===== src/rtl/ks8_pkg.sv =====
// Shared definitions for the byte-serial Kogge-Stone add sequencer.
package ks8_pkg;

   localparam int BYTE_W = 8;

   typedef enum logic [1:0] {
      ST_IDLE = 2'd0,
      ST_ADD  = 2'd1,
      ST_DONE = 2'd2
   } state_e;

endpackage


===== src/rtl/koggstone8.sv =====
// 8-bit Kogge-Stone parallel-prefix adder with carry-in, purely combinational.
module koggstone8 (
   output logic [7:0] s,
   output logic       co,
   input  logic [7:0] a,
   input  logic [7:0] b,
   input  logic       ci
);

   logic [7:0] g_l [4];
   logic [7:0] p_l [4];
   logic [8:0] c;

   // Three prefix levels (span 1, 2, 4), then fold the carry-in into every group carry.
   always_comb begin
      g_l[0] = a & b;
      p_l[0] = a ^ b;
      for (int lvl = 1; lvl < 4; lvl++) begin
         g_l[lvl] = g_l[lvl-1];
         p_l[lvl] = p_l[lvl-1];
         for (int i = (1 << (lvl - 1)); i < 8; i++) begin
            g_l[lvl][i] = g_l[lvl-1][i] | (p_l[lvl-1][i] & g_l[lvl-1][i-(1 << (lvl - 1))]);
            p_l[lvl][i] = p_l[lvl-1][i] & p_l[lvl-1][i-(1 << (lvl - 1))];
         end
      end
      c    = '0;
      c[0] = ci;
      for (int i = 1; i < 9; i++) begin
         c[i] = g_l[3][i-1] | (p_l[3][i-1] & ci);
      end
      s  = p_l[0] ^ c[7:0];
      co = c[8];
   end

endmodule


===== src/rtl/ks8_add_sequencer.sv =====
// Byte-serial multi-precision adder: one shared 8-bit Kogge-Stone slice,
// LSB byte first, inter-byte carry held only in carry_q.
module ks8_add_sequencer
   import ks8_pkg::*;
#(
   parameter int NBYTES = 4
) (
   input  logic                    clk,
   input  logic                    rst,
   input  logic                    in_valid,
   output logic                    in_ready,
   input  logic [8*NBYTES-1:0]     a,
   input  logic [8*NBYTES-1:0]     b,
   input  logic                    ci,
   output logic                    out_valid,
   input  logic                    out_ready,
   output logic [8*NBYTES-1:0]     sum,
   output logic                    co,
   output logic                    busy
);

   localparam int W     = BYTE_W * NBYTES;
   localparam int IDX_W = (NBYTES > 1) ? $clog2(NBYTES) : 1;
   localparam logic [IDX_W-1:0] LAST_IDX = IDX_W'(NBYTES - 1);

   state_e             state_q, state_d;
   logic [IDX_W-1:0]   idx_q, idx_d;
   logic               carry_q, carry_d;
   logic [W-1:0]       a_q, a_d;
   logic [W-1:0]       b_q, b_d;
   logic [W-1:0]       sum_q, sum_d;
   logic               co_q, co_d;
   logic               in_ready_q, out_valid_q, busy_q;

   logic [BYTE_W-1:0]  a_byte, b_byte, s_byte;
   logic               co_byte;

   // Select the operand byte slice currently being added.
   always_comb begin
      a_byte = '0;
      b_byte = '0;
      for (int k = 0; k < NBYTES; k++) begin
         if (idx_q == IDX_W'(k)) begin
            a_byte = a_q[k*BYTE_W +: BYTE_W];
            b_byte = b_q[k*BYTE_W +: BYTE_W];
         end
      end
   end

   koggstone8 u_add (
      .s  (s_byte),
      .co (co_byte),
      .a  (a_byte),
      .b  (b_byte),
      .ci (carry_q)
   );

   // Controller next-state: accept in IDLE, one byte per cycle in ADD, hold in DONE.
   always_comb begin
      state_d = state_q;
      idx_d   = idx_q;
      carry_d = carry_q;
      a_d     = a_q;
      b_d     = b_q;
      sum_d   = sum_q;
      co_d    = co_q;
      case (state_q)
         ST_IDLE: begin
            if (in_valid) begin
               a_d     = a;
               b_d     = b;
               carry_d = ci;
               idx_d   = '0;
               sum_d   = '0;
               co_d    = 1'b0;
               state_d = ST_ADD;
            end
         end
         ST_ADD: begin
            for (int k = 0; k < NBYTES; k++) begin
               if (idx_q == IDX_W'(k)) sum_d[k*BYTE_W +: BYTE_W] = s_byte;
            end
            carry_d = co_byte;
            if (idx_q == LAST_IDX) begin
               co_d    = co_byte;
               idx_d   = '0;
               state_d = ST_DONE;
            end else begin
               idx_d = idx_q + 1'b1;
            end
         end
         ST_DONE: begin
            if (out_ready) state_d = ST_IDLE;
         end
         default: state_d = ST_IDLE;
      endcase
   end

   // State, datapath registers and registered handshake outputs.
   always_ff @(posedge clk) begin
      if (rst) begin
         state_q     <= ST_IDLE;
         idx_q       <= '0;
         carry_q     <= 1'b0;
         a_q         <= '0;
         b_q         <= '0;
         sum_q       <= '0;
         co_q        <= 1'b0;
         in_ready_q  <= 1'b1;
         out_valid_q <= 1'b0;
         busy_q      <= 1'b0;
      end else begin
         state_q     <= state_d;
         idx_q       <= idx_d;
         carry_q     <= carry_d;
         a_q         <= a_d;
         b_q         <= b_d;
         sum_q       <= sum_d;
         co_q        <= co_d;
         in_ready_q  <= (state_d == ST_IDLE);
         out_valid_q <= (state_d == ST_DONE);
         busy_q      <= (state_d != ST_IDLE);
      end
   end

   assign in_ready  = in_ready_q;
   assign out_valid = out_valid_q;
   assign busy      = busy_q;
   assign sum       = sum_q;
   assign co        = co_q;

endmodule

===== config.mk =====
export PLATFORM = sky130hd
export DESIGN_NAME = ks8_add_sequencer
export DESIGN_NICKNAME = d
export VERILOG_FILES = /design/src/rtl/ks8_pkg.sv /design/src/rtl/koggstone8.sv /design/src/rtl/ks8_add_sequencer.sv
export SDC_FILE = /design/constraint.sdc
export NUM_CORES = 1
export LEC_CHECK = 0
export ABC_AREA = 1
export ABC_CLOCK_PERIOD_IN_PS = 3900
export BUFFER_PORTS_ARGS = -buffer_cell sky130_fd_sc_hd__buf_2
export CAP_MARGIN = 0
export CORE_MARGIN = 5
export CORE_UTILIZATION = 45
export DETAILED_ROUTE_END_ITERATION = 6
export PLACE_DENSITY_LB_ADDON = 0.08
export REMOVE_ABC_BUFFERS = 1
export SETUP_SLACK_MARGIN = 0.05
export SLEW_MARGIN = 20
export SYNTH_ARGS = -nofsm -noshare
export SYNTH_HDL_FRONTEND = slang
export SYNTH_SLANG_ARGS = --single-unit

===== constraint.sdc =====
create_clock -name clk -period 3.9 [get_ports clk]
set_clock_uncertainty 0.1 [all_clocks]
set_input_delay 1.17 -clock clk [delete_from_list [all_inputs] [get_ports clk]]
set_output_delay 1.17 -clock clk [all_outputs]
set_load 0.02 [all_outputs]

Word-level counts from Yosys, hierarchy flattened
Cells that the tools add are included.
Widths: inputs -> output; s select.
- register bits: 105
- input bits: 69
- output and inout bits: 36
- logic and storage cells: 132
- add/sub/neg operators: 1
- equality and inequality tests: 11
- mux-type cells: 26
- bitwise operators: 70
- reduce and logical (&&, ||, !) cells: 11
- operators by type and width (kind ; count):
    $mux 8 ; 12
    $pmux 32 s2 ; 1
    $and 1x1->1 ; 42
    $mux 32 ; 1
    $or 1x1->1 ; 25
    $xor 8x8->8 ; 2
    $reduce_and 3->1 ; 4
    $mux 2 ; 5
    $ne 2x2->1 const B ; 5
    $and 8x8->8 ; 1
    $eq 2x2->1 const B ; 4
    $logic_not 2->1 ; 3
    $pmux 2 s3 ; 1
    $eq 2x1->1 const B ; 2
    $pmux 1 s2 ; 2
    $pmux 2 s2 ; 1
    $reduce_and 2->1 ; 2
    $reduce_bool 2->1 ; 2
    $mux 1 ; 3
    $add 2x1->2 const B ; 1

Logic depth before layout (Yosys ltp)
- word-level depth: 15
- depth in mapped cells: 18
- depth with buffers taken out: 17

Modules after synthesis
From an unflattened synthesis, not the netlist that was laid out.
- cells, all modules: 689
- area, all modules: 4913.5 um2
- modules (own cells, without submodules) (module ; times used ; cells an instance ; area each (um2) ; seq. area each (um2)):
    ks8_add_sequencer ; 1 ; 606 ; 4471.8 ; 2102.0
    koggstone8 ; 1 ; 83 ; 441.7 ; 0.0

Worst setup path after synthesis
OpenSTA, ideal clock, no wires.
- path type: register to register
- start point: reg idx_q[0]
- end point: reg sum_q[10], in the netlist sum[10]
- arrival: 2.448 ns
- data required time: 3.678 ns
- slack: 1.231 ns
- stages on the path, launching flop included: 15
- clock period less this slack: 2.669 ns
- cell sequence: dfxtp_1 -> inv_1 -> ha_1 -> inv_1 -> buf_2 -> buf_2 -> o21ai_0 -> a21oi_1 -> ha_1 -> nand2_1 -> nand2_1 -> and2_1 -> or2_2 -> nand3_1 -> a21oi_1
- longest elaborated chain between the ends: 12
- ends and longest elaborated chain (what ; line ; text):
    start: declaration ; ks8_add_sequencer.sv:27 ; logic [IDX_W-1:0] idx_q, idx_d;
    start signal: assignment ; ks8_add_sequencer.sv:114 ; idx_q <= idx_d;
    $logic_not 2->1 ; ks8_add_sequencer.sv:43 ; if (idx_q == IDX_W'(k)) begin
    $mux 8 (4 in a row) ; ks8_add_sequencer.sv:43 ;
    $xor 8x8->8 / $and 8x8->8 (equally long branches) ; koggstone8.sv:17, koggstone8.sv:16 ;
    $and 1x1->1, on equally long branches ; koggstone8.sv:22, koggstone8.sv:23 ;
    $or 1x1->1 / $and 1x1->1 (equally long branches) ; koggstone8.sv:22, koggstone8.sv:29 ;
    $or 1x1->1 ; koggstone8.sv:29 ; c[i] = g_l[3][i-1] | (p_l[3][i-1] & ci);
    $xor 8x8->8 ; koggstone8.sv:31 ; s = p_l[0] ^ c[7:0];
    $mux 8 ; ks8_add_sequencer.sv:81 ; if (idx_q == IDX_W'(k)) sum_d[k*BYTE_W +: BYTE_W] = s_byte;
    $pmux 32 s2 ; ks8_add_sequencer.sv:67 ; case (state_q)
    end signal: assignment ; ks8_add_sequencer.sv:118 ; sum_q <= sum_d;
    end: declaration ; ks8_add_sequencer.sv:31 ; logic [W-1:0] sum_q, sum_d;
Several ways; a longest one is shown, not always the timed one. The select of a mux whose other input is x is not followed.
A chain may end at the register's enable or synchronous reset.

Final worst setup path
- start point: reg idx_q[0]
- end point: reg sum_q[7], in the netlist sum[7]
- longest elaborated chain between the ends: 15
- ends and longest elaborated chain (what ; line ; text):
    $logic_not 2->1 ; ks8_add_sequencer.sv:43, ks8_add_sequencer.sv:81 ;
    $mux 8 (4 in a row) ; ks8_add_sequencer.sv:43 ;
    $xor 8x8->8 / $and 8x8->8 (equally long branches) ; koggstone8.sv:17, koggstone8.sv:16 ;
    $and 1x1->1, on equally long branches ; koggstone8.sv:22, koggstone8.sv:23 ;
    $or 1x1->1 / $and 1x1->1 (equally long branches) ; koggstone8.sv:22 ; g_l[lvl][i] = g_l[lvl-1][i] | (p_l[lvl-1][i] & g_l[lvl-1][i-(1 << (lvl - 1))]);
    $and 1x1->1 / $or 1x1->1 (equally long branches) ; koggstone8.sv:22 ;
    $or 1x1->1 / $and 1x1->1 (equally long branches) ; koggstone8.sv:22 ;
    $or 1x1->1 ; koggstone8.sv:22 ;
    $or 1x1->1 ; koggstone8.sv:29 ;
    $xor 8x8->8 ; koggstone8.sv:31 ;
    $mux 8 ; ks8_add_sequencer.sv:81 ;
    $pmux 32 s2 ; ks8_add_sequencer.sv:67 ;
Several ways; a longest one is shown, not always the timed one. The select of a mux whose other input is x is not followed.

==> out/qor.yml <==
outcome: "finished clean"
mostFrequentLayoutCells: "nor2_1 (150), dfxtp_1 (105), buf_2 (104)"
r2r-end: "sum[7]"
wirelength_um: 11500
core_um2: 10200
drive_above_1_share_pct: 19.9
fin_crit_sh_pct: 77.6
cts_tree: "built"
ys.flop_type: "dfxtp_1"
first_pass_iters: 4
cts-resized-gates: 0
final_cell_count_no_fill: 859
hold_viol: 0
synth_edf_count: 0
dp_hpwl_um: 8350
ys_types: 29
die_h_um: 112
cp.arrival_ns: 3.23
postCtsHoldBufs: 0
drtAntennaViolNets: 0
final_common_cell: "nor2_1"
die_area_um2: 12500
finalNetCount: 801
power_density_nw_per_um2: 443
r2r_slack_ns: 0.87
grt_max_degree: 63
reg2regPathDepth: 16
grt_pass1_wl_um: 19600
initial_core_util_pct: 45.7
relSlewSlack_pct: 45.9
wl_per_cell_um: 13.4
htreeDepth: 3
dp_cells: 843
p_leak_nw: 2.51
netlist_area_um2: 4680
io_buffers: 104
fmax_ghz: 0.330
syn_avg_cell_area_um2: 7.34
period_needed_ns: 3.03
die-width_um: 112
gp_congestion: 0.828
finalSetupViolations: 0
numClockSinks: 105
post-cts-setup-buffers: 0
hold_path.class: "flop to flop"
criticalPathCategory: "flop to flop"
grt_use_total_pct: 18.7
drc_errors: 0
antenna_cells: 0
holdPathEnd: "a_q[27]"
max_slew.worst_pin.slew_ns: 0.810
ir_drop_v: 0.000186
antenna_found_initial: 0
holdPathStages: 2
clk_path_buf_depth: 2
synth_warnings: 0
drt-vias-per-instance: 4.94
io_pins: 105
grt_pass1_vias: 4248
clkTransAtPathRegs_ns: 0.10
synth_area_leaders: "dfxtp_1 (45%), nor2_1 (12%), o21ai_0 (11%), a21oi_1 (6.4%), nand2_1 (5.3%)"
root_buffer: "clkbuf_8"
synth_top_area_share_pct: 45.0
crit_path_start_kind: "flop"
max_cap_violations: 0
synth_area_leader_cell: "dfxtp_1"
gr-total-overflow: 0
tns_ns: 0
synthCells: 637
num_vias: 4246
synthArstFlopShare_pct: 0
ys_seq_area_share_pct: 45.0
r2r-start: "idx_q[0]"
clk_latency_ns: 0.38
slew_viol_final: 0
rows: 37
worstHoldStart: "a_q[27]"
ys_seq_elements: 105
cts_buffers: 9
area_growth_pct: 15.0
required_ns: 4.11
crit_fanout: 17
drt_iter0_drc: 229
cp-end-kind: "flop"
rsz0062_at_grt: "no"
[layer usage]
metal	part of all wire [%]	global-route usage (%)	up-vias
met5	0	0	-
met4	1.6	5.77	0
met3	4.2	4.08	18
met2	48	32.1	77
met1	47	23.4	1903
li1	-	-	2248
[cells by family (layout without fill, tap and decap cells)]
group | Yosys count | in the layout | share of synthesized area (%)
flip-flops | 105 | 105 | 45.0
buffers and inverters | 75 | 161 | 7.71
AND/OR/NAND/NOR | 266 | 266 | 23.6
adder cells (fa/ha/maj) | 14 | 14 | 3.91
AO/OA/AOI/OAI | 177 | 177 | 19.9
[area by class of cell]
type / count / area (um^2)
clock buffers: 10 / 128
clock inverters: 6 / 47.5
fillers: 1044 / 4850
inverters: 34 / 130
multi-input cells: 457 / 2210
flip-flops and latches: 105 / 2100
well taps: 136 / 170
repair buffers: 111 / 586
[report_power, final]
part	internal, W	leakage [nW]	switching [W]	total, W
clock network	0.000239	0.0877	0.000386	0.000625
registers	0.00117	0.868	0.0000515	0.00122
logic	0.000193	1.56	0.000343	0.000536
total	0.00160	2.51	0.000781	0.00238
[state kept, by name (all words and copies together), names as in the netlist]
name / cells
a_q: 32
b_q: 32
sum: 32
idx_q: 2
state_q: 2
busy: 1
carry_q: 1
co: 1
in_ready: 1
out_valid: 1
[Yosys cell counts (2+ instances only)]
library cell,n
nand2_1,66
dfxtp_1,105
o21ai_1,6
nor2_4,3
or2_2,2
clkbuf_1,18
a21oi_2,2
inv_2,3
buf_6,5
o21ai_0,102
nand3_1,38
buf_2,10
inv_1,30
nor2_1,150
ha_1,13
nand2_2,2
o211ai_1,4
a21oi_1,60
buf_4,7
o21ai_4,2
[stage by stage]
stage	area, um^2	utilization [%]	worst slack [ns]	hold WS [ns]	power [W]
after floorplan	4450	-	0.873	0.327	0.00160
after CTS	5380	52.5	0.890	0.362	0.00241
final	5380	52.5	0.873	0.358	0.00238
after global placement	5200	50.8	1.02	0.334	0.00177
after detailed placement	5200	50.8	0.918	0.348	0.00179
after global routing	5380	52.5	0.537	0.396	0.00253
[worst max-delay path, cell delays in order, from the launching register on]
cell and delay, ns:
dfxtp_1 0.35, inv_1 0.12, ha_1 0.61, nand3_1 0.15, nand3_1 0.09, o21ai_0 0.08, a21oi_1 0.29, ha_1 0.29
nand2_1 0.08, nand2_1 0.05, nand2_1 0.06, nand2_1 0.11, nand2_1 0.10, nand2_1 0.05, nand2_1 0.05, nand3_1 0.17
a21oi_1 0.19
[worst max-delay path by stage]
| stage | startpoint | endpoint | slack [ns] | depth (start not counted) |
|---|---|---|---|---|
| final | idx_q[0] | sum[7] | 0.87 | 16 |
| after CTS | idx_q[0] | sum[7] | 0.89 | 16 |
| after global placement | idx_q[1] | sum[10] | 1.02 | 15 |
| after floorplan | in_valid | sum[1] | 0.87 | 6 |
| after detailed placement | idx_q[0] | sum[10] | 0.92 | 13 |
| after global routing | idx_q[1] | sum[23] | 0.54 | 16 |
Note: power is estimated with default switching activity, not from simulation.
